===== config.mk =====
export PLATFORM = sky130hd
export DESIGN_NAME = irq_ctrl
export DESIGN_NICKNAME = d
export VERILOG_FILES = /design/src/rtl/irq_pkg.sv /design/src/rtl/irq_sync.sv /design/src/rtl/irq_ctrl.sv
export SDC_FILE = /design/constraint.sdc
export NUM_CORES = 1
export LEC_CHECK = 0
export CAP_MARGIN = 30
export CORE_UTILIZATION = 40
export DETAILED_ROUTE_END_ITERATION = 8
export PLACE_DENSITY = 0.8
export SLEW_MARGIN = 30
export SYNTH_ARGS = -nofsm -noshare
export SYNTH_HDL_FRONTEND = slang
export SYNTH_SLANG_ARGS = --single-unit

===== constraint.sdc =====
create_clock -name clk -period 2.3 [get_ports clk]
set_input_delay 0.345 -clock clk [delete_from_list [all_inputs] [get_ports clk]]
set_output_delay 0.345 -clock clk [all_outputs]
set_load 0.1 [all_outputs]

===== src/rtl/irq_pkg.sv =====
// Shared definitions for the interrupt/trap controller: CSR map, cause codes,
// controller FSM encoding and the decoder state values the controller reacts to.
package irq_pkg;

    localparam logic [1:0] CSR_STATUS  = 2'd0;
    localparam logic [1:0] CSR_MASK    = 2'd1;
    localparam logic [1:0] CSR_PENDING = 2'd2;
    localparam logic [1:0] CSR_CAUSE   = 2'd3;

    localparam logic [3:0] CAUSE_SYSCALL = 4'd8;
    localparam logic [3:0] CAUSE_FAULT   = 4'd9;

    localparam logic [3:0] TRAP_ENTRY = 4'd0;
    localparam logic [3:0] EXECM      = 4'd8;

    typedef enum logic [1:0] {
        ST_IDLE = 2'd0,
        ST_PEND = 2'd1,
        ST_FLT  = 2'd2,
        ST_TAKE = 2'd3
    } irq_state_t;

    // Offset of the handler entry from the vector base for a given cause.
    function automatic logic [15:0] vec_offset(input logic [3:0] c);
        if (c == CAUSE_SYSCALL)
            return 16'd16;
        else if (c == CAUSE_FAULT)
            return 16'd18;
        else
            return {11'b0, c, 1'b0};
    endfunction

endpackage


===== src/rtl/irq_sync.sv =====
// One interrupt line: two-flop synchroniser followed by a rising-edge detector.
module irq_sync
    import irq_pkg::*;
(
    input  logic clk,
    input  logic reset,
    input  logic irq_in,
    output logic rise
);

    logic sync_1;
    logic sync_2;
    logic sync_prev;

    // Metastability filter, then one delayed copy for edge detection
    always_ff @(posedge clk or negedge reset) begin
        if (!reset) begin
            sync_1    <= 1'b0;
            sync_2    <= 1'b0;
            sync_prev <= 1'b0;
        end else begin
            sync_1    <= irq_in;
            sync_2    <= sync_1;
            sync_prev <= sync_2;
        end
    end

    assign rise = sync_2 & ~sync_prev;

endmodule


===== src/rtl/irq_ctrl.sv =====
// Interrupt/trap controller feeding irq_r/fault_r to the microcode decoder and
// sequencing trap entry (vector, cause, mode save) and return.
//
// state   | meaning
// --------+-------------------------------------------------------------
// IDLE    | no request outstanding; watch fault, eligible IRQs, SYSCALL
// PEND    | irq_r raised, waiting for decoder trap entry (state 0)
// FLT     | fault_r raised, waiting for decoder trap entry (state 0)
// TAKE    | one-cycle entry: load vector, save ie/kmode, clear pending
//
// A fault or SYSCALL taken inside a handler overwrites pie/pkmode, so the
// interrupted context's mode is lost; software must avoid or tolerate this.
module irq_ctrl
    import irq_pkg::*;
#(
    parameter int          NIRQ     = 4,
    parameter logic [15:0] VEC_BASE = 16'h0010
) (
    input  logic            clk,
    input  logic            reset,
    input  logic [NIRQ-1:0] irq_in,
    input  logic            fault_in,
    input  logic [3:0]      state,
    input  logic            SYSCALL,
    input  logic            RETI,
    input  logic            csr_we,
    input  logic [1:0]      csr_addr,
    input  logic [15:0]     csr_wdata,
    output logic [15:0]     csr_rdata,
    output logic            irq_r,
    output logic            fault_r,
    output logic [15:0]     vector,
    output logic [3:0]      cause,
    output logic            kmode
);

    irq_state_t      fsm;
    logic [NIRQ-1:0] irq_rise;
    logic [NIRQ-1:0] pending;
    logic [NIRQ-1:0] mask;
    logic [NIRQ-1:0] eligible;
    logic [NIRQ-1:0] take_clr;
    logic [NIRQ-1:0] csr_clr;
    logic [3:0]      win_idx;
    logic            ie;
    logic            pie;
    logic            pkmode;
    logic            wr_status;
    logic            wr_mask;
    logic            wr_pending;
    logic            take_irq;
    logic            reti_ok;
    logic            unused_wdata;

    for (genvar g = 0; g < NIRQ; g++) begin : g_sync
        irq_sync u_sync (
            .clk    (clk),
            .reset  (reset),
            .irq_in (irq_in[g]),
            .rise   (irq_rise[g])
        );
    end

    assign wr_status  = csr_we && (csr_addr == CSR_STATUS) && kmode;
    assign wr_mask    = csr_we && (csr_addr == CSR_MASK) && kmode;
    assign wr_pending = csr_we && (csr_addr == CSR_PENDING);
    assign eligible   = pending & mask & {NIRQ{ie}};
    assign take_irq   = (fsm == ST_TAKE) && (cause < 4'(NIRQ));
    assign reti_ok    = RETI && (state == EXECM) && (fsm != ST_TAKE);
    assign csr_clr    = wr_pending ? csr_wdata[NIRQ-1:0] : '0;
    assign unused_wdata = ^csr_wdata;

    // Lowest-index eligible line wins
    always_comb begin
        win_idx = '0;
        for (int i = NIRQ - 1; i >= 0; i--) begin
            if (eligible[i])
                win_idx = 4'(i);
        end
    end

    // One-hot clear for the line being taken
    always_comb begin
        take_clr = '0;
        for (int i = 0; i < NIRQ; i++) begin
            take_clr[i] = take_irq && (cause == 4'(i));
        end
    end

    // Pending: new edges win over same-cycle clears
    always_ff @(posedge clk or negedge reset) begin
        if (!reset)
            pending <= '0;
        else
            pending <= (pending & ~(csr_clr | take_clr)) | irq_rise;
    end

    // Mask register, kernel-writable only
    always_ff @(posedge clk or negedge reset) begin
        if (!reset)
            mask <= '0;
        else if (wr_mask)
            mask <= csr_wdata[NIRQ-1:0];
    end

    // Trap sequencer; TAKE overrides CSR and RETI updates of the mode bits
    always_ff @(posedge clk or negedge reset) begin
        if (!reset) begin
            fsm     <= ST_IDLE;
            ie      <= 1'b0;
            pie     <= 1'b0;
            kmode   <= 1'b1;
            pkmode  <= 1'b1;
            cause   <= '0;
            vector  <= VEC_BASE;
            irq_r   <= 1'b0;
            fault_r <= 1'b0;
        end else begin
            if (wr_status) begin
                kmode  <= csr_wdata[3];
                pkmode <= csr_wdata[2];
                ie     <= csr_wdata[1];
                pie    <= csr_wdata[0];
            end
            if (reti_ok) begin
                ie    <= pie;
                kmode <= pkmode;
            end
            case (fsm)
                ST_IDLE: begin
                    if (fault_in) begin
                        fault_r <= 1'b1;
                        fsm     <= ST_FLT;
                    end else if (eligible != '0) begin
                        irq_r <= 1'b1;
                        fsm   <= ST_PEND;
                    end else if (SYSCALL && (state == EXECM)) begin
                        cause <= CAUSE_SYSCALL;
                        fsm   <= ST_TAKE;
                    end
                end
                ST_PEND: begin
                    if (fault_in) begin
                        irq_r   <= 1'b0;
                        fault_r <= 1'b1;
                        fsm     <= ST_FLT;
                    end else if (eligible == '0) begin
                        irq_r <= 1'b0;
                        fsm   <= ST_IDLE;
                    end else if (state == TRAP_ENTRY) begin
                        irq_r <= 1'b0;
                        cause <= win_idx;
                        fsm   <= ST_TAKE;
                    end
                end
                ST_FLT: begin
                    if (state == TRAP_ENTRY) begin
                        fault_r <= 1'b0;
                        cause   <= CAUSE_FAULT;
                        fsm     <= ST_TAKE;
                    end
                end
                ST_TAKE: begin
                    vector <= VEC_BASE + vec_offset(cause);
                    pie    <= ie;
                    ie     <= 1'b0;
                    pkmode <= kmode;
                    kmode  <= 1'b1;
                    fsm    <= ST_IDLE;
                end
                default: fsm <= ST_IDLE;
            endcase
        end
    end

    // CSR read mux
    always_comb begin
        csr_rdata = '0;
        case (csr_addr)
            CSR_STATUS:  csr_rdata = {12'b0, kmode, pkmode, ie, pie};
            CSR_MASK:    csr_rdata = 16'(mask);
            CSR_PENDING: csr_rdata = 16'(pending);
            CSR_CAUSE:   csr_rdata = {12'b0, cause};
            default:     csr_rdata = '0;
        endcase
    end

endmodule

==> impl_metrics.ini <==
[run_status]
outcome = finished with violations
violations = design-rule violations

[timing]
hold_violations = 0
rsz0062_at_grt = false
setup_viol_count_final = 0
final.period_utilization = 0.8725
finClkSkew_ns = 0.005475
tightest_slew_ns = 0.5329
layout_setup_ws_ns = 0.2933
worst_hold_slack_ns = 0.3487
min_period_ns = 2.007
maxSlewHeadroom = 0.6447
fmax_mhz = 498.3
report.final.slew_viol_count = 0
setup_tns_ns = 0

[power]
vdd_ir_drop_max_uv = 741.0
cellPowerDensity_mw_per_mm2 = 1347
static_power_due_to_leakage_nw = 1.067
fin_total_pwr_mw = 3.187

[worst_setup_path]
cp-start-kind = input port
path_depth = 3
crit_end = csr_rdata[1]
critPathCaptureType = output pin
timing.rr.start = fsm[0]
cp_slowest_cell = mux4_2
setup.worst_path.start = csr_addr[0]
critPathBufInv = 2
critical_path.reg2reg.endpoint = cause[1]
r2r_cells = 6
critPathMaxFanout = 3
critPathArrivalTime_ns = 1.66
worst-endpoint-required_ns = 1.96
timing_worst_setup_path_type = in2out
path_cells = clkdlybuf4s50_1, mux4_2, buf_12
crit_path_max_incr_delay_ns = 0.57
reg2reg_setup_slack_ns = 0.41
crit_family = buffers and inverters

[logic_synthesis]
netlist_area_mm2 = 0.001904
synth_sequential_area_ratio = 0.4619
muxShareOfSynthArea = 0.1196
distinct_cell_type_count_after_synthesis = 43
syn-instance-count = 177
synth_flop_cell = dfrtp_1
synth-warning-count = 0
synth_compound_gate_area_share = 0.1491
synthAdderAreaFrac = 0.03942
synth_enable_flop_cells = 0
syn_area_per_cell_um2 = 10.76
post_synth_xor_area_fraction = 0
basic_gate_share_of_the_synthesized_area_counting_and_or_nand_and_nor_cells = 0.1018
async_flop_share = 1.000
synth-seq-cells = 35
synth_top_family_by_area = compound AO/OA/AOI/OAI gates

[routing]
detailedRoute.firstPassIterationCount = 6
antenna_violating_nets_post_route = 0
postRouteWirelength_mm = 3.660
detail_route.drc_violations = 7
via_per_inst = 5.059
dr_total_vias = 1381
drt_iter0_markers = 92
drt-wirelength-per-cell_um = 13.41

[cts]
clkSinkCount = 35
cts-buffers-inserted = 5
cts_clk_pin_slew_worst_paths_ns = 0.07
post_cts.resized_instances = 0
clockRootBuffer = clkbuf_8
post_cts_hold_buffer_count = 0
max_h_tree_level = 2
cts_setup_buffers = 0
tritoncts = yes
insertion_delay_ns = 0.28
max-clock-path-buffers = 2

[finish]
insertedDiodeCount = 0
layout.nets = 258
final_cell_area_mm2 = 0.002366
post_route_cells_drive_above_1_share = 0.2081
areaGrowthSynthToFinish_pct = 24.24

[die]
die_h_um = 71
io_pins = 71
fp.coreArea_mm2 = 0.004474
row_count = 24
starting_density = 0.4256
die_area_mm2 = 0.005041
floorplan.die.width_um = 71

[grt]
number_of_global_route_vias_before_repair = 1357
grt_use_total = 0.1621
globalRouteOverflowTotal = 0
grt_antenna_before_repair = 0
grt_first_pass_wirelength_mm = 6.272
grt_start_max_net_pins = 36

[hold_path]
worstHoldStart = g_sync[3].u_sync.sync_1
holdCritPathClass = reg2reg

[place]
place.detailed.hpwl_mm = 2.693
placement.setup.worst_slack_ns = 0.08496
placed_area_mm2 = 0.002262
gp_congestion = 0.8823
buffer_ports.inserted = 33

[run]
maxCapViolCount = 0
==> cell type report <==
class                           instances  area [um^2]
Clock buffer                            7        96.34
Multi-Input combinational cell        127        878.3
Timing Repair Buffer                   40        397.9
Sequential cell                        35        879.6
Tap cell                               52        65.06
Clock inverter                          1        7.507
Inverter                               11        41.29
Fill cell                             381         2108
==> metrics by stage <==
| step | std cells | util |
|---|---|---|
| 2_1_floorplan | 201 | - |
| 4_1_cts | 273 | 0.5288 |
| 3_3_place_gp | 265 | 0.5056 |
| 3_5_place_dp | 265 | 0.5056 |
| 6_report | 273 | 0.5288 |
| 5_1_grt | 273 | 0.5288 |
==> routing by layer <==
layer  routed length (um)  track usage  share of wire
met5                    0            0              0
met4                   75      0.08000          0.020
met3                  237      0.03989          0.065
met2                 1747       0.2650           0.48
met1                 1600       0.2013           0.44
==> Yosys cell counts (4+ instances only) <==
cell type,count,area share
nand2_1,12,0.024
mux2i_1,7,0.037
nand3_1,4,0.011
buf_4,25,0.099
inv_1,10,0.020
ha_1,6,0.039
o21ai_0,13,0.034
dfrtp_1,32,0.42
nor2b_1,4,0.013
nor2_1,7,0.014
mux2_2,6,0.035
==> how the worst min path moves through the flow <==
| stage | end | slack [ns] | depth (start not counted) |
|---|---|---|---|
| global route | g_sync[3].u_sync.sync_2 | 0.36 | 0 |
| floorplan | cause[0] | 0.05 | 0 |
| finish | g_sync[3].u_sync.sync_2 | 0.35 | 0 |
| CTS | g_sync[2].u_sync.sync_2 | 0.35 | 0 |
| global placement | g_sync[0].u_sync.sync_2 | 0.33 | 0 |
| detailed placement | g_sync[0].u_sync.sync_2 | 0.34 | 0 |
==> cell usage in the layout (no fill, tap or decap), types with 7 or more instances in the layout <==
cell | Yosys | final
buf_4 | 25 | 17
clkbuf_8 | 0 | 7
clkdlybuf4s50_1 | 0 | 19
conb_1 | 1 | 25
dfrtp_1 | 32 | 32
inv_1 | 10 | 10
mux2i_1 | 7 | 7
nand2_1 | 12 | 12
nor2_1 | 7 | 7
o21ai_0 | 13 | 12
==> state kept, by name (all words and copies together) (netlist names) <==
name                     count
g_sync.u_sync.sync_1         4
g_sync.u_sync.sync_2         4
g_sync.u_sync.sync_prev      4
mask                         4
pending                      4
vector                       4
cause                        3
fsm                          2
fault_r                      1
ie                           1
irq_r                        1
kmode                        1
pie                          1
pkmode                       1
==> power by group <==
group	internal [mW]	switching (mW)	leakage, nW
logic	0.529	1.21	0.616
registers	0.787	0.170	0.401
clock network	0.272	0.218	0.0505
==> logic make-up (layout without fill, tap and decap cells) <==
group,count (synthesis),after routing
AND/OR/NAND/NOR,36,36
other,1,25
AO/OA/AOI/OAI,42,42
adder cells (fa/ha/maj),6,6
multiplexers,18,18
buffers and inverters,39,59
flip-flops,35,35
Power figures use the tool's default switching activity.
